==> config.mk <==
export PLATFORM = sky130hd
export DESIGN_NAME = bitwise_logic_seq
export DESIGN_NICKNAME = d
export VERILOG_FILES = /design/src/rtl/bitwise_logic_seq_pkg.sv /design/src/rtl/bitwise_logic_seq_slice.sv /design/src/rtl/bitwise_logic_seq.sv
export SDC_FILE = /design/constraint.sdc
export NUM_CORES = 1
export LEC_CHECK = 0
export ABC_AREA = 1
export CORE_MARGIN = 3
export CORE_UTILIZATION = 46
export CTS_CLUSTER_SIZE = 40
export DETAILED_ROUTE_END_ITERATION = 8
export GPL_TIMING_DRIVEN = 0
export PLACE_DENSITY_LB_ADDON = 0.15
export SETUP_SLACK_MARGIN = 0.1
export SYNTH_ARGS = -nofsm -noshare
export SYNTH_HDL_FRONTEND = slang
export SYNTH_HIERARCHICAL = 1
export SYNTH_SLANG_ARGS = --single-unit
==> constraint.sdc <==
create_clock -name clk -period 2.1 [get_ports clk]
set_clock_uncertainty 0.1 [all_clocks]
set_input_delay 0.315 -clock clk [delete_from_list [all_inputs] [get_ports clk]]
set_output_delay 0.315 -clock clk [all_outputs]
set_load 0.01 [all_outputs]
==> src/rtl/bitwise_logic_seq_pkg.sv <==
// Opcode constants and FSM state encoding shared by bitwise_logic_seq and its slice datapath.
package bitwise_logic_seq_pkg;

  localparam logic [1:0] OP_AND = 2'b00;
  localparam logic [1:0] OP_OR  = 2'b01;
  localparam logic [1:0] OP_XOR = 2'b10;
  localparam logic [1:0] OP_NOR = 2'b11;

  typedef enum logic [1:0] {
    ST_IDLE = 2'd0,
    ST_BUSY = 2'd1,
    ST_DONE = 2'd2
  } state_t;

endpackage

==> src/rtl/bitwise_logic_seq_slice.sv <==
// One SLICE-bit chunk of the bitwise op; purely combinational.
// No state and no flow control; the parent sequences the chunks.
module bitwise_slice
  import bitwise_logic_seq_pkg::*;
#(
  parameter int SLICE = 8
) (
  input  logic [1:0]       op,
  input  logic [SLICE-1:0] a,
  input  logic [SLICE-1:0] b,
  output logic [SLICE-1:0] y
);

  always_comb begin
    y = '0;
    case (op)
      OP_AND:  y = a & b;
      OP_OR:   y = a | b;
      OP_XOR:  y = a ^ b;
      default: y = ~(a | b);
    endcase
  end

endmodule

==> src/rtl/bitwise_logic_seq.sv <==
// Slice-serial bitwise AND/OR/XOR/NOR. Result is valid WIDTH/SLICE cycles after acceptance.
// One request in flight; the result holds in DONE until out_ready, and in_ready is high only in IDLE.
module bitwise_logic_seq
  import bitwise_logic_seq_pkg::*;
#(
  parameter int WIDTH = 32,
  parameter int SLICE = 8
) (
  input  logic             clk,
  input  logic             reset,
  input  logic             in_valid,
  output logic             in_ready,
  input  logic [1:0]       op,
  input  logic [WIDTH-1:0] A,
  input  logic [WIDTH-1:0] B,
  output logic             out_valid,
  input  logic             out_ready,
  output logic [WIDTH-1:0] Y,
  output logic             zero
);

  localparam int NCHUNK = WIDTH / SLICE;
  localparam int CW     = (NCHUNK > 1) ? $clog2(NCHUNK) : 1;
  localparam logic [CW-1:0] LAST = CW'(NCHUNK - 1);

  state_t           r_state;
  logic [CW-1:0]    r_cnt;
  logic [1:0]       r_op;
  logic [WIDTH-1:0] r_a;
  logic [WIDTH-1:0] r_b;
  logic [WIDTH-1:0] r_y;
  logic             r_zero;
  logic             r_out_valid;
  logic             r_in_ready;

  logic [SLICE-1:0] w_a_chunk;
  logic [SLICE-1:0] w_b_chunk;
  logic [SLICE-1:0] w_y_chunk;

  assign w_a_chunk = r_a[int'(r_cnt) * SLICE +: SLICE];
  assign w_b_chunk = r_b[int'(r_cnt) * SLICE +: SLICE];

  bitwise_slice #(.SLICE(SLICE)) u_slice (
    .op (r_op),
    .a  (w_a_chunk),
    .b  (w_b_chunk),
    .y  (w_y_chunk)
  );

  always_ff @(posedge clk) begin
    if (reset) begin
      r_state     <= ST_IDLE;
      r_cnt       <= '0;
      r_op        <= '0;
      r_a         <= '0;
      r_b         <= '0;
      r_y         <= '0;
      r_zero      <= 1'b0;
      r_out_valid <= 1'b0;
      r_in_ready  <= 1'b1;
    end else begin
      case (r_state)
        ST_IDLE: begin
          if (in_valid) begin
            r_op       <= op;
            r_a        <= A;
            r_b        <= B;
            r_cnt      <= '0;
            // zero flag is an AND across chunks, so it starts out true
            r_zero     <= 1'b1;
            r_in_ready <= 1'b0;
            r_state    <= ST_BUSY;
          end
        end
        ST_BUSY: begin
          r_y[int'(r_cnt) * SLICE +: SLICE] <= w_y_chunk;
          r_zero <= r_zero & (w_y_chunk == '0);
          if (r_cnt == LAST) begin
            r_out_valid <= 1'b1;
            r_state     <= ST_DONE;
          end else begin
            r_cnt <= r_cnt + CW'(1);
          end
        end
        ST_DONE: begin
          if (out_ready) begin
            r_out_valid <= 1'b0;
            r_in_ready  <= 1'b1;
            r_state     <= ST_IDLE;
          end
        end
        default: begin
          r_out_valid <= 1'b0;
          r_in_ready  <= 1'b1;
          r_state     <= ST_IDLE;
        end
      endcase
    end
  end

  assign in_ready  = r_in_ready;
  assign out_valid = r_out_valid;
  assign Y         = r_y;
  assign zero      = r_zero;

endmodule
==> results.tsv, run 1 <==
stage	metric	value	unit
clocking	CTS H-Tree Depth	3	
min_path	Worst Hold Class	flop to flop	
power	Power Dens Cells	712	mW/mm2
timing	Least-Margin Pin Slew	0.565	ns
min_path	hold path start	in_ready	
critical_path	WP data required	2.32	ns
floorplan	CORE AREA	0.0105	mm2
global_route	GRT overflow	0	
floorplan	DIE AREA	0.0122	mm2
placement	dpl hpwl	10.8	mm
timing	final hold violations	0	
floorplan	Starting Density	48.0	%
floorplan	die width	110	um
synthesis	Netlist cell types	29	
synthesis	synth warn	6	
critical_path	worst reg2reg path endpoint	zero	
routing	final antenna-violating net count	0	
placement	placed cell count	934	
clocking	Max clock buf depth	2	
global_route	GRT Overall Usage	23.8	%
min_path	WHS Endpoint	in_ready	
clocking	CTS tree	built	
timing	min Tclk post-route	2.37	ns
run_status	failing checks	setup timing	
placement	Placer Congestion	0.887	
critical_path	reg2reg path depth	13	
global_route	largest net degree at the start of global routing	19	
floorplan	die height	110	um
final_layout	Final Util	70.3	%
clocking	worst skew pair latency	0.38	ns
floorplan	Cell Rows	37	
critical_path	crit path max fanout	10	
final_layout	Final Cell Area	0.00735	mm2
timing	Rel. slew slack	62.3	%
critical_path	nature of the critical path endpoint	flop	
clocking	# hold bufs at CTS	0	
clocking	Root Buffer	clkbuf_8	
timing	fin worst setup slack	-0.275	ns
critical_path	critical path launch point type	flop	
routing	mean number of vias per cell	5.33	
timing	final worst path period share	113	%
synthesis	Netlist Area Pre-Place	0.00502	mm2
placement	Buffers on Ports	104	
critical_path	Critical Setup Path Class	flop to flop	
final_layout	Area growth syn-to-layout	46.4	%
routing	DR WL/cell	16.5	um
routing	drt total wl	16.1	mm
global_route	first-pass GRT wire length	23.9	mm
synthesis	syn_area_per_cell	7.24	um2
power	VDD IR max	375	uV
timing	final setup TNS	-2.69	ns
final_layout	n_diodes	0	
critical_path	worst flop-to-flop path startpoint	r_cnt[0]	
critical_path	flop2flop setup slack	-0.27	ns
routing	Vias	5217	
synthesis	post-synthesis register bit count	105	
timing	RSZ-0062 raised after global routing	true	
flow_run	max cap viols	0	
clocking	Worst-path clk slew	0.11	ns
timing	final count of pins violating max slew	0	
clocking	Num CTS Buffers	9	
global_route	antenna violations before repair	0	
routing	router iterations before antenna repair	7	
clocking	CTS Sinks	105	
timing	fmax	421	MHz
power	Leakage	2.94	nW
final_layout	share of layout cells above drive strength 1	22.1	%
global_route	vias in the first global route	4929	
floorplan	I/O pin total	105	
final_layout	post-route insts no fill	979	
min_path	hold depth	2	
routing	initial DRC count	352	
final_layout	Layout fillers	889	
critical_path	worst path arrival time	2.59	ns
synthesis	Mapped Nets	786	
timing	final setup fails	27	
final_layout	Nets	930	
synthesis	sequential area share after synthesis	41.9	%
routing	drc violations	0	
synthesis	Mapped Cells	694	
run_status	run status	finished with violations	
placement	DP Area	0.00627	mm2
==> stage by stage <==
stage	power [mW]	worst slack, ns	hold WS [ns]
floorplan	3.01	0.107	0.349
finish	5.23	-0.275	0.371
global placement	3.41	-0.504	0.343
CTS	4.88	-0.0704	0.371
global route	5.48	-0.331	0.385
detailed placement	3.44	-0.553	0.350
==> area by class of cell <==
| cell class | instances | area (um2) | area share (%) |
|---|---|---|---|
| Multi-Input combinational cell | 498 | 2930 | 39.8 |
| Timing Repair Buffer | 133 | 1320 | 18.0 |
| Sequential cell | 105 | 2110 | 28.7 |
| Buffer | 41 | 393 | 5.34 |
| Clock buffer | 11 | 151 | 2.06 |
| Inverter | 50 | 229 | 3.11 |
| Tap cell | 136 | 170 | 2.31 |
| Clock inverter | 5 | 47.5 | 0.647 |
==> critical path, stage by stage (launching register included) <==
cell     delay, ns
dfxtp_4       0.37
buf_12        0.15
buf_4         0.17
nor2_1        0.19
o22ai_2       0.15
buf_4         0.16
ha_1          0.19
nand2_1       0.08
nand4_1       0.15
nor2_1        0.19
nand3_1       0.12
nor2_2        0.15
nor2_2        0.06
nor2_1        0.08
==> cell usage after synthesis (all sizes together) <==
cell type  count  area [um2]
nor3           7        60.1
nand3         29         183
a21oi         31         155
nand4          8        50.1
inv           50         198
dfxtp        105        2100
o22ai         16         100
clkbuf        17        63.8
nand3b         1        7.51
nand2         81         307
buf           24         195
o21a           1        7.51
ha            22         275
nor2         193         773
o21ai        109         546
==> cells in the final DEF (no fill, tap or decap), types with 18 or more instances in the layout <==
cell type,netlist,final
a21oi_1,31,20
o21ai_0,101,72
o21ai_1,8,18
inv_1,45,29
clkdlybuf4s50_1,0,104
nand3_1,23,19
buf_4,1,23
nor2_1,187,171
nand2_1,80,80
dfxtp_1,105,103
==> sequential cells by signal, indices dropped and copies added (netlist names) <==
name	cells
r_b	32
zero	1
in_ready	1
out_valid	1
r_cnt	2
Y	32
r_op	2
r_a	32
r_state	2
==> worst max-delay path by stage <==
stage,start,end,slack [ns]
after global routing,r_cnt[0],zero,-0.33
after global placement,r_cnt[1],zero,-0.50
after CTS,r_cnt[0],zero,-0.07
after detailed placement,r_cnt[1],zero,-0.55
final,r_cnt[0],zero,-0.27
after floorplan,r_cnt[0],zero,0.11
==> kinds of logic after synthesis <==
kind of cell             count (synthesis)  share of synthesized area [%]
AND/OR/NAND/NOR                        319                           27.5
adder cells (fa/ha/maj)                 22                           5.48
AO/OA/AOI/OAI                          157                           16.1
flip-flops                             105                           41.9
buffers and inverters                   91                           9.09
==> where the power goes <==
group / leakage (nW) / switching (mW) / internal (mW)
Clock: 0.0996 / 0.741 / 0.517
Sequential: 0.865 / 0.105 / 2.13
Combinational: 1.98 / 0.965 / 0.779
Total: 2.94 / 1.81 / 3.42
==> timing repair <==
item,in CTS,in global routing
setup buffers,19,6
gates cloned,2,2
hold endpoints to repair,0,0
gates resized for setup,70,110
pin swaps,28,40
setup endpoints to repair,33,33
==> routing by layer <==
| layer | share of wire, % | track usage, % | vias to the layer above |
|---|---|---|---|
| li1 | - | - | 2548 |
| met1 | 43 | 30.4 | 2450 |
| met3 | 6.0 | 4.60 | 28 |
| met4 | 2.0 | 8.62 | 0 |
| met2 | 49 | 40.1 | 191 |
| met5 | 0 | 0 | - |
No activity file was read; power rests on OpenSTA's default activity.
==> inputs of run 2 (changes only) <==
--- a/config.mk
+++ b/config.mk
@@ -10,7 +10,6 @@
 export CORE_UTILIZATION = 46
 export CTS_CLUSTER_SIZE = 40
 export DETAILED_ROUTE_END_ITERATION = 8
-export GPL_TIMING_DRIVEN = 0
 export PLACE_DENSITY_LB_ADDON = 0.15
 export SETUP_SLACK_MARGIN = 0.1
 export SYNTH_ARGS = -nofsm -noshare
==> run 2 against run 1 <==
- the run still ends with setup timing left
- wire length down 14%
- combinational power down 9.8%
- clock-buffer cell count unchanged
- non-clock buffer count down 14
- critical path depth unchanged
- setup slack better by 0.17 ns
- critical path type unchanged
- largest cell class unchanged
- highest routed layer unchanged
==> results.tsv, run 2 (synthesis gave the netlist of run 1 again) <==
stage	metric	value	unit	change
run_status	run status	finished with violations		unchanged
run_status	failing checks	setup timing		unchanged
floorplan	die height	110	um	unchanged
clocking	Root Buffer	clkbuf_8		unchanged
timing	RSZ-0062 raised after global routing	true		unchanged
timing	hold slack final	0.371	ns	about the same
clocking	CTS H-Tree Depth	3		unchanged
final_layout	n_diodes	0		unchanged
global_route	vias in the first global route	4768		was 4,929
global_route	first-pass GRT wire length	22.8	mm	was 23.9 mm
timing	final hold violations	0		unchanged
power	VDD IR max	448	uV	was 375 uV
min_path	Worst Hold Class	flop to flop		unchanged
critical_path	Critical Setup Path Class	flop to flop		unchanged
power	Leakage	2.89	nW	was 2.94 nW
min_path	hold path start	Y[5]		was in_ready
floorplan	Cell Rows	37		unchanged
global_route	met3 usage	4.44	%	was 4.60%
floorplan	die width	110	um	unchanged
global_route	largest net degree at the start of global routing	77		was 19
clocking	Num CTS Buffers	9		unchanged
floorplan	DIE AREA	0.0122	mm2	unchanged
floorplan	Starting Density	48.0	%	unchanged
clocking	Max clock buf depth	2		unchanged
timing	min Tclk post-route	2.20	ns	was 2.37 ns
routing	Vias	4987		was 5,217
final_layout	Nets	916		was 930
global_route	M1 GR Usage	28.8	%	was 30.4%
final_layout	post-route insts no fill	964		was 979
routing	router iterations before antenna repair	5		was 7
critical_path	crit path max fanout	6		was 10
routing	drc violations	0		unchanged
timing	final count of pins violating max slew	0		unchanged
critical_path	worst path arrival time	2.41	ns	was 2.59 ns
power	Design Power	5.08	mW	was 5.23 mW
floorplan	I/O pin total	105		unchanged
critical_path	WP data required	2.31	ns	was 2.32 ns
routing	final antenna-violating net count	0		unchanged
final_layout	most frequent cells in the layout	nor2_1 (171), clkdlybuf4s50_1 (104), dfxtp_1 (103)		unchanged
clocking	worst skew pair latency	0.37	ns	was 0.38 ns
placement	dpl hpwl	9.69	mm	was 10.8 mm
routing	mean number of vias per cell	5.17		was 5.33
clocking	CTS tree	built		unchanged
routing	initial DRC count	298		was 352
critical_path	nature of the critical path endpoint	flop		unchanged
routing	drt total wl	13.9	mm	was 16.1 mm
global_route	GRT overflow	0		unchanged
timing	Least-Margin Pin Slew	0.654	ns	was 0.565 ns
placement	Buffers on Ports	104		unchanged
flow_run	max cap viols	0		unchanged
clocking	Worst-path clk slew	0.10	ns	was 0.11 ns
final_layout	Area growth syn-to-layout	41.8	%	was 46.4%
clocking	CTS Sinks	105		unchanged
timing	fin worst setup slack	-0.104	ns	was -0.275 ns
timing	final setup fails	10		was 27
global_route	GRT Overall Usage	22.3	%	was 23.8%
placement	placed cell count	931		was 934
global_route	antenna violations before repair	0		unchanged
routing	DR WL/cell	14.4	um	was 16.5 um
placement	Placer Congestion	0.888		was 0.887
power	Power Dens Cells	713	mW/mm2	was 712 mW/mm2
final_layout	commonest non-fill, non-tap cell in the layout	nor2_1		unchanged
timing	Rel. slew slack	56.4	%	was 62.3%
clocking	# hold bufs at CTS	0		unchanged
floorplan	CORE AREA	0.0105	mm2	unchanged
global_route	busiest grt layer	met2		unchanged
final_layout	share of layout cells above drive strength 1	19.6	%	was 22.1%
global_route	GR Util met2	37.4	%	was 40.1%
critical_path	critical path launch point type	flop		unchanged
critical_path	crit path from	r_cnt[0]		unchanged
timing	final setup TNS	-0.562	ns	was -2.69 ns
timing	fmax	454	MHz	was 421 MHz
placement	DP Area	0.00636	mm2	was 0.00627 mm2
critical_path	worst flop-to-flop path startpoint	r_cnt[0]		unchanged
timing	final worst path period share	105	%	was 113%
final_layout	Final Cell Area	0.00712	mm2	was 0.00735 mm2
[run 2: cell types whose count changed in the layout (fill, tap and decap cells not counted), moves of 6 or more]
cell      delta
buf_12       +6
buf_2        -6
buf_4       +18
buf_6       -15
clkbuf_1    -10
o21ai_0      +6
o21ai_4      -6
[run 2: layout make-up]
cell class	count	area, um2
clock buffer	11	141
clock inverter	4	53.8
fill	901	3340
timing repair buffer	160	1660
inverter	50	214
multi-input combinational	498	2780
sequential	105	2110
tap	136	170
[run 2: report_power, final]
part	internal (mW)	switching, mW
clock	0.581	0.694
sequential	2.13	0.111
combinational	0.745	0.824
total	3.45	1.63
[run 2: what timing repair did]
item                       in CTS  in global routing
gates resized for setup        79                 37
buffers inserted               12                  5
hold endpoints to repair        0                  0
cloned                          4                  0
setup endpoints to repair      33                 33
pin swaps                      41                 26
[run 2: final timing paths]
check,endpoint,slack [ns],cells after the start
hold reg to reg,Y[5],0.37,2
setup reg to reg,zero,-0.10,13
hold / removal,Y[5],0.37,2
setup / recovery,zero,-0.10,13
[run 2: critical path, cell delays in order (launching register included)]
cell	delay, ns
dfxtp_4	0.36
buf_12	0.15
buf_8	0.12
o21ai_2	0.07
o22ai_2	0.19
inv_1	0.06
ha_1	0.30
nand3_1	0.09
nand4_1	0.20
inv_2	0.15
nand3_1	0.09
nor2_1	0.13
nor2_1	0.05
nor2_1	0.08
[run 2: stage by stage]
stage / util, % / setup WS, ns
after floorplan: - / 0.107
after global placement: 60.8 / -0.170
after detailed placement: 60.8 / -0.208
after CTS: 66.8 / -0.0846
after global routing: 68.1 / -0.211
final: 68.1 / -0.104
[run 2: routing by layer]
layer | up-vias | wire (um)
met5 | - | 0
met4 | 0 | 248
met3 | 21 | 698
met2 | 147 | 6690
met1 | 2308 | 6270
li1 | 2511 | -
